[config.mk]
export PLATFORM = sky130hd
export DESIGN_NAME = himax_px_tx_flat
export DESIGN_NICKNAME = d
export VERILOG_FILES = /design/src/rtl/himax_px_tx_pkg.sv /design/src/rtl/himax_px_tx_if.sv /design/src/rtl/himax_px_tx.sv /design/src/flat_wrapper.sv
export SDC_FILE = /design/constraint.sdc
export NUM_CORES = 1
export LEC_CHECK = 0
export ABC_CLOCK_PERIOD_IN_PS = 2300
export BUFFER_PORTS_ARGS = -buffer_cell sky130_fd_sc_hd__clkbuf_2
export CAP_MARGIN = 10
export CORE_MARGIN = 2
export CORE_UTILIZATION = 52
export DETAILED_ROUTE_END_ITERATION = 12
export PLACE_DENSITY = 0.83
export SLEW_MARGIN = 5
export SYNTH_ARGS = -nofsm -noshare
export SYNTH_HDL_FRONTEND = slang
export SYNTH_SLANG_ARGS = --single-unit
[constraint.sdc]
create_clock -name clk -period 2.3 [get_ports clk]
set_input_delay 0.345 -clock clk [delete_from_list [all_inputs] [get_ports clk]]
set_output_delay 0.345 -clock clk [all_outputs]
set_load 0.01 [all_outputs]
[src/rtl/himax_px_tx_pkg.sv]
// Shared types for the Himax-style pixel transmitter.
// State and pattern encodings plus a counter width helper.
package himax_tx_pkg;

   typedef enum logic [2:0] {
      S_IDLE,
      S_FGAP,
      S_FPRE,
      S_LINE,
      S_HBLANK,
      S_FPOST
   } state_t;

   typedef enum logic [1:0] {
      PAT_STREAM,
      PAT_COL,
      PAT_ROW,
      PAT_FCNT
   } pat_t;

   function automatic int cw(input int n);
      return (n <= 2) ? 1 : $clog2(n);
   endfunction

endpackage

[src/rtl/himax_px_tx_if.sv]
// Upstream pixel stream: 8-bit data with valid/ready handshake.
// The transmitter is the slave side.
interface himax_px_tx_if;

   logic [7:0] data;
   logic       valid;
   logic       ready;

   modport master (output data, output valid, input ready);
   modport slave  (input data, input valid, output ready);

endinterface

[src/rtl/himax_px_tx.sv]
// Himax-style parallel pixel transmitter: fv/lv framing and a 4-bit
// nibble bus, high nibble first, fed by a stream or a test pattern.
module himax_px_tx
   import himax_tx_pkg::*;
#(
   parameter int H_ACTIVE = 324,
   parameter int V_ACTIVE = 244,
   parameter int H_BLANK  = 16,
   parameter int V_BLANK  = 64
) (
   input  logic             clk,
   input  logic             resetn,
   input  logic             enable,
   input  logic [1:0]       pattern,
   himax_px_tx_if.slave     s,
   output logic             px_fv,
   output logic             px_lv,
   output logic [3:0]       pxd,
   output logic             frame_start,
   output logic             frame_done,
   output logic             underrun,
   output logic [7:0]       frame_cnt
);

   localparam int LCYC = 2 * H_ACTIVE;
   localparam int M1   = (LCYC > H_BLANK) ? LCYC : H_BLANK;
   localparam int CMAX = (M1 > V_BLANK) ? M1 : V_BLANK;
   localparam int CW   = cw(CMAX);
   localparam int RW   = cw(V_ACTIVE);
   localparam int XW   = cw(H_ACTIVE);

   localparam logic [CW-1:0] L_END = CW'(LCYC - 1);
   localparam logic [CW-1:0] B_END = CW'(H_BLANK - 1);
   localparam logic [CW-1:0] G_END = CW'(V_BLANK - 1);
   localparam logic [RW-1:0] R_END = RW'(V_ACTIVE - 1);

   state_t        state, state_nxt;
   logic [CW-1:0] cnt, cnt_nxt;
   logic [RW-1:0] row;
   logic [XW-1:0] col;
   pat_t          pat_q;
   logic [3:0]    lo_q;
   logic          cnt_end;
   logic          fetch;
   logic          fv_nxt;
   logic          lv_nxt;
   logic [7:0]    pix;
   logic [3:0]    pxd_nxt;

   always_ff @(posedge clk or negedge resetn) begin
      if (!resetn) begin
         state <= S_IDLE;
         cnt   <= '0;
      end else begin
         state <= state_nxt;
         cnt   <= cnt_nxt;
      end
   end

   // The last line skips S_HBLANK so one blank separates it from fv fall.
   always_comb begin
      state_nxt = state;
      cnt_nxt   = cnt + 1'b1;
      cnt_end   = 1'b0;
      unique case (state)
         S_IDLE: begin
            cnt_nxt = '0;
            if (enable) state_nxt = S_FGAP;
         end
         S_FGAP: begin
            cnt_end = (cnt == G_END);
            if (cnt_end) state_nxt = S_FPRE;
         end
         S_FPRE: begin
            cnt_end = (cnt == B_END);
            if (cnt_end) state_nxt = S_LINE;
         end
         S_LINE: begin
            cnt_end = (cnt == L_END);
            if (cnt_end) state_nxt = (row == R_END) ? S_FPOST : S_HBLANK;
         end
         S_HBLANK: begin
            cnt_end = (cnt == B_END);
            if (cnt_end) state_nxt = S_LINE;
         end
         S_FPOST: begin
            cnt_end = (cnt == B_END);
            if (cnt_end) state_nxt = enable ? S_FGAP : S_IDLE;
         end
         default: state_nxt = S_IDLE;
      endcase
      if (cnt_end) cnt_nxt = '0;
   end

   assign fetch    = (state == S_LINE) && !cnt[0];
   assign s.ready  = fetch && (pat_q == PAT_STREAM);
   assign underrun = s.ready && !s.valid;
   assign fv_nxt   = state inside {S_FPRE, S_LINE, S_HBLANK, S_FPOST};
   assign lv_nxt   = (state == S_LINE);

   always_comb begin
      pix = '0;
      unique case (pat_q)
         PAT_STREAM: pix = s.valid ? s.data : 8'h00;
         PAT_COL:    pix = 8'(col);
         PAT_ROW:    pix = 8'(row);
         PAT_FCNT:   pix = frame_cnt;
         default:    pix = '0;
      endcase
   end

   always_comb begin
      pxd_nxt = '0;
      if (lv_nxt) pxd_nxt = fetch ? pix[7:4] : lo_q;
   end

   always_ff @(posedge clk or negedge resetn) begin
      if (!resetn) begin
         px_fv       <= 1'b0;
         px_lv       <= 1'b0;
         pxd         <= '0;
         frame_start <= 1'b0;
         frame_done  <= 1'b0;
         frame_cnt   <= '0;
         pat_q       <= PAT_STREAM;
         lo_q        <= '0;
         row         <= '0;
         col         <= '0;
      end else begin
         px_fv       <= fv_nxt;
         px_lv       <= lv_nxt;
         pxd         <= pxd_nxt;
         frame_start <= fv_nxt && !px_fv;
         frame_done  <= !fv_nxt && px_fv;
         if (px_fv && !fv_nxt) frame_cnt <= frame_cnt + 8'd1;
         if (fetch) lo_q <= pix[3:0];
         if (state == S_FGAP && cnt_end) begin
            pat_q <= pat_t'(pattern);
            row   <= '0;
         end
         if (state == S_LINE) begin
            if (cnt[0]) col <= col + 1'b1;
            if (cnt_end) begin
               col <= '0;
               row <= row + 1'b1;
            end
         end
      end
   end

endmodule

[src/flat_wrapper.sv]
// flat-port wrapper written by rule: the top's interface ports become plain ports
module himax_px_tx_flat import himax_tx_pkg::*;
#(
   parameter int H_ACTIVE = 324,
   parameter int V_ACTIVE = 244,
   parameter int H_BLANK  = 16,
   parameter int V_BLANK  = 64
)
  (clk, resetn, enable, pattern, px_fv, px_lv, pxd, frame_start, frame_done, underrun, frame_cnt, s_data, s_valid, s_ready);
  himax_px_tx_if s_i ();
  input  logic clk;
  input  logic resetn;
  input  logic enable;
  input  logic [1:0] pattern;
  output logic px_fv;
  output logic px_lv;
  output logic [3:0] pxd;
  output logic frame_start;
  output logic frame_done;
  output logic underrun;
  output logic [7:0] frame_cnt;
  input wire logic [$bits(s_i.data)-1:0] s_data;
  input wire logic [$bits(s_i.valid)-1:0] s_valid;
  output wire logic [$bits(s_i.ready)-1:0] s_ready;
  assign s_i.data = s_data;
  assign s_i.valid = s_valid;
  assign s_ready = s_i.ready;
  himax_px_tx #(.H_ACTIVE(H_ACTIVE), .V_ACTIVE(V_ACTIVE), .H_BLANK(H_BLANK), .V_BLANK(V_BLANK)) u_core (.clk(clk), .resetn(resetn), .enable(enable), .pattern(pattern), .s(s_i), .px_fv(px_fv), .px_lv(px_lv), .pxd(pxd), .frame_start(frame_start), .frame_done(frame_done), .underrun(underrun), .frame_cnt(frame_cnt));
endmodule
# After elaboration in Yosys (flattened, before gate mapping)
# Cells that the tools add are included.
# totals
regBits,52
in_bits,14
output_inout_bits,18
elab_cells,71
# classes
n_addsub,4
eq_ne,17
muxes,20
reduce_logical,18
# op_table
operator,n
$mux W8,4
$pmux W8 S4,1
$mux W10,2
$mux W9,2
$add A8 B1 Y8 const B,2
$mux W3,5
$pmux W3 S5,1
$add A10 B1 Y10 const B,1
$eq A10 B10 Y1 const B,1
$eq A10 B4 Y1 const B,1
$eq A10 B6 Y1 const B,1
$add A9 B1 Y9 const B,1
$eq A8 B8 Y1 const B,1
$mux W4,2
$eq A3 B2 Y1 const B,2
$eq A3 B3 Y1 const B,2
$logic_and A1 B1 Y1,6
$ne A2 B1 Y1 const B,3
$reduce_and A5 Y1,1
$eq A2 B2 Y1 const B,2
$logic_not A1 Y1,4
$ne A2 B2 Y1 const B,2
$reduce_bool A4 Y1,1
$eq A3 B1 Y1 const B,1
other kinds (9),10

# Logic depth before layout (Yosys ltp)
# depth
word_depth,7
depth_mapped,9
depth_no_buf,7

# Worst setup path after synthesis
# OpenSTA, ideal clock, no wires.
# synth_timing
path_kind,register -> register
from,register u_core.cnt[1]
to,register u_core.pat_q[0]
setup_time_ps,125
arrival_time_ps,2135
required_time_ps,2175
path_slack_ps,40
path_stages_with_launch,7
n_path_buf,0
synth_period_minus_slack_ps,2260
path_cell_list,dfrtp_1 -> ha_1 -> or3b_2 -> a2111o_1 -> o211a_1 -> nor3_1 -> mux2_2
# synth_via
elab_chain_cells,3
elab_cells_between_ends,5
cone_classes,3 x eq/ne; 1 x mux; 1 x reduce/logical
# synth_rtl
element,line_no,rtl
start: declaration,himax_px_tx.sv:38,"logic [CW-1:0] cnt, cnt_nxt;"
start signal: assignment,himax_px_tx.sv:56,cnt <= cnt_nxt;
"$eq A10 B4 Y1, or another cell as far along","himax_px_tx.sv:75, himax_px_tx.sv:83, himax_px_tx.sv:87",
$pmux W1 S3 *,himax_px_tx.sv:65,unique case (state)
$logic_and A1 B1 Y1 *,himax_px_tx.sv:137,if (state == S_FGAP && cnt_end) begin
end signal: assignment,himax_px_tx.sv:138,pat_q <= pat_t'(pattern);
end: declaration,himax_px_tx.sv:41,pat_t pat_q;
# Every way passes the cells marked *; elsewhere a longest branch is shown, timed or not.
# A chain may end at the register's enable or synchronous reset.

# Final worst setup path
# layout_timing
from,register u_core.cnt[0]
to,register u_core.state[0]
# layout_via
elab_chain_cells,3
elab_cells_between_ends,8
cone_classes,7 x eq/ne; 1 x reduce/logical
# layout_rtl
element,line_no,rtl
"$eq A10 B10 Y1, or another cell as far along",himax_px_tx.sv:79,cnt_end = (cnt == L_END);
$ne A2 B2 Y1 (no line) / $ne A2 B1 Y1 (equally long branches),--,
$reduce_and A5 Y1 (no line) *,--,
end signal: assignment,himax_px_tx.sv:55,state <= state_nxt;
end: declaration,himax_px_tx.sv:37,"state_t state, state_nxt;"
# Marked as above.

==> reports/metrics.cfg <==
[cts]
clk_latency_ns=0.31
path_clk_slew_ns=0.10
clock-sinks=51
tritoncts=yes
htreeDepth=2
cts_buffers=5
cts-root-buf=clkbuf_8
clockBufferDepth=2

[final_layout]
final_cell_mix=51 x dfrtp_1, 31 x clkbuf_2, 23 x nor2_1
multi_input_area_mm2=0.001414
num_antenna_cells=0
nets=340
seq_area_mm2=0.001276
final_common_cell=dfrtp_1
fillers=407
area_delta_synth_final_pct=19.60
layout-drive-gt1-share_pct=24.92

[power_and_ir_drop]
power.density_mw_per_mm2=1115
ir_worst_vdd_mv=0.6061
p_leak_nw=1.528

[setup_path]
path_cells=ha_2 -> or3b_4 -> buf_4 -> a211o_1 -> a2111oi_4 -> mux2_4
crit_family=compound AO/OA/AOI/OAI gates
slowest_delay_ns=0.39
reg2regPathDepth=6
start_kind=flip-flop
slowest_stage=a2111oi_4
cp_num_cells=6
path_max_fanout=2
path_class=reg -> reg
required_ns=2.49
arrival_ns=2.39
critical_path.endpoint_type=flip-flop
worst-path-buf-inv=1

[logic_synthesis]
yosysSeqAreaShare_pct=46.70
yosysWarnings=0
synth_edf_count=0
ys_ff_latch=51
async_flop_share_pct=100.0
syn_nets=293
synth.avg_cell_area_um2=10.01
synthFlopType=dfrtp_1
synth_area_mm2=0.002733
synthCells=273
yosysUniqueCellTypes=50

[timing]
fmax_mhz=455.9
timing.hold.ws_ns=0.1294
rsz0062_at_grt=false
fin_skew_ns=0.009845
fin_crit_sh_pct=95.37
period_minus_slack_ns=2.193
hold_viol_final=0
fin_ws_ns=0.1066
relSlewSlack_pct=46.57
setup_violations=0
drv_slew=0
tightest_slew_ns=0.7980

[die]
dieWidth_um=76.49
fp.coreArea_mm2=0.005075
die_area_mm2=0.005851
pin_count=32
rows=26
fp.dieH_um=76.49
start_util_pct=53.85

[detailed_routing]
drcViolationCount=0
viasPerCell=5.790
drtIter0Drc=162
vias=2264
ant_nets=0
wl_per_cell_um=15.51
routed_wl_mm=6.064
drt_pass1_iterations=4

[placement]
gp_congestion=0.8715
io_buffers=31
dp_hpwl_mm=4.253
dp_slack_ns=-0.03062

[global_routing]
grt_max_degree=52
grt_pass1_vias=2231
grt.overflow.total=0
grt_pass1_wl_mm=10.31
grt.total_usage_pct=21.65
antenna_found_initial=0

[status]
outcome=finished clean

[run]
maxCapViolCount=0

[min_path]
hp-class=in -> async

-- logic make-up after synthesis --
logic type,Yosys count,share of synthesized area [%]
buffers and inverters,21,3.297
XOR/XNOR,14,4.487
adder cells (fa/ha/maj),6,2.747
AND/OR/NAND/NOR,109,21.43
multiplexers,17,7.097
AO/OA/AOI/OAI,55,14.24
flip-flops,51,46.70
-- synthesized netlist by cell type (3+ instances only) --
master	n	area (um^2)
dfrtp_1	51	1276
nor2_1	23	86.33
nand2_1	19	71.32
nand3_1	17	85.08
o21ai_0	11	55.05
xnor2_1	10	87.58
a21oi_1	9	45.04
and3_1	9	56.30
mux2_2	9	101.4
inv_1	8	30.03
a221oi_1	7	61.31
clkbuf_1	7	26.28
mux2i_1	7	70.07
ha_1	6	75.07
nand4_1	6	37.54
nor2b_1	5	31.28
a211oi_1	4	30.03
nand2b_1	4	25.02
nor4_1	4	25.02
o31ai_1	4	30.03
xor2_1	4	35.03
a211o_1	3	26.28
a21o_1	3	22.52
and2_1	3	18.77
buf_2	3	15.01
nor3_1	3	15.01
o311ai_0	3	26.28
or3_1	3	18.77
-- worst reg2reg max path: stages (launching register included) --
cell and delay (ns):
dfrtp_1 0.37, ha_2 0.18, or3b_4 0.38, buf_4 0.15, a211o_1 0.28, a2111oi_4 0.39
mux2_4 0.33
-- path summary, 6_finish.rpt --
kind / from / slack, ns / to
worst max register to register: u_core.cnt[0]$_DFF_PN0_ / 0.11 / u_core.state[0]$_DFFE_PN0P_
worst min-delay path: resetn / 0.13 / u_core.lo_q[3]$_DFFE_PN0P_
worst max-delay path: u_core.cnt[0]$_DFF_PN0_ / 0.11 / u_core.state[0]$_DFFE_PN0P_
worst min register to register: u_core.px_fv$_DFF_PN0_ / 0.48 / u_core.frame_start$_DFF_PN0_
max in group asynchronous: resetn / 1.74 / u_core.row[6]$_DFF_PN0_
min in group clk: pattern[0] / 0.28 / u_core.pat_q[0]$_DFFE_PN0P_
-- metrics by stage --
step                TNS (ns)  instances  cell area [um^2]  util [%]  power, mW
global route               0        391              3268     64.40      3.886
global placement           0        381              3065     60.40      2.758
finish                     0        391              3268     64.40      3.643
floorplan                  0        273              2733         -      2.295
CTS                        0        389              3219     63.44      3.582
detailed placement  -0.06087        381              3065     60.40      2.816
-- report_power, final --
part / leakage (nW) / total (mW) / internal [mW] / switching, mW
registers: 0.643 / 1.43 / 1.16 / 0.264
logic: 0.820 / 1.48 / 0.695 / 0.782
clock network: 0.0644 / 0.739 / 0.434 / 0.306
total: 1.53 / 3.64 / 2.29 / 1.35
-- registers in the layout (all words and copies together) (netlist names) --
| signal | flops |
|---|---|
| u_core.pxd | 4 |
| u_core.px_fv | 1 |
| u_core.col | 8 |
| u_core.frame_start | 1 |
| u_core.lo_q | 4 |
| u_core.frame_done | 1 |
| u_core.cnt | 10 |
| u_core.frame_cnt | 8 |
| u_core.state | 3 |
| u_core.pat_q | 2 |
| u_core.row | 8 |
| u_core.px_lv | 1 |
-- what timing repair did --
item                                   4_1_cts  5_1_grt
pin swaps                                    0        4
hold buffers                                 0        0
setup endpoints to repair                    3       12
gates resized for setup                      2        7
buffers inserted                             0        2
endpoints found under the hold margin        0        0
-- routing by layer --
metal	up-vias	GRT usage, %	wire (um)
li1	1102	-	-
met1	1084	28.36	2729
met2	68	36.64	2975
met3	10	4.621	286
met4	0	5.636	73
met5	-	0	0
-- layout make-up --
cell class	instances	area share [%]
multi-input combinational	201	43.26
sequential	51	39.05
timing repair buffer	53	9.916
tap	70	2.680
clock buffer	5	2.106
clock inverter	3	2.067
inverter	8	0.9188
Note: power is estimated with default switching activity, not from simulation.
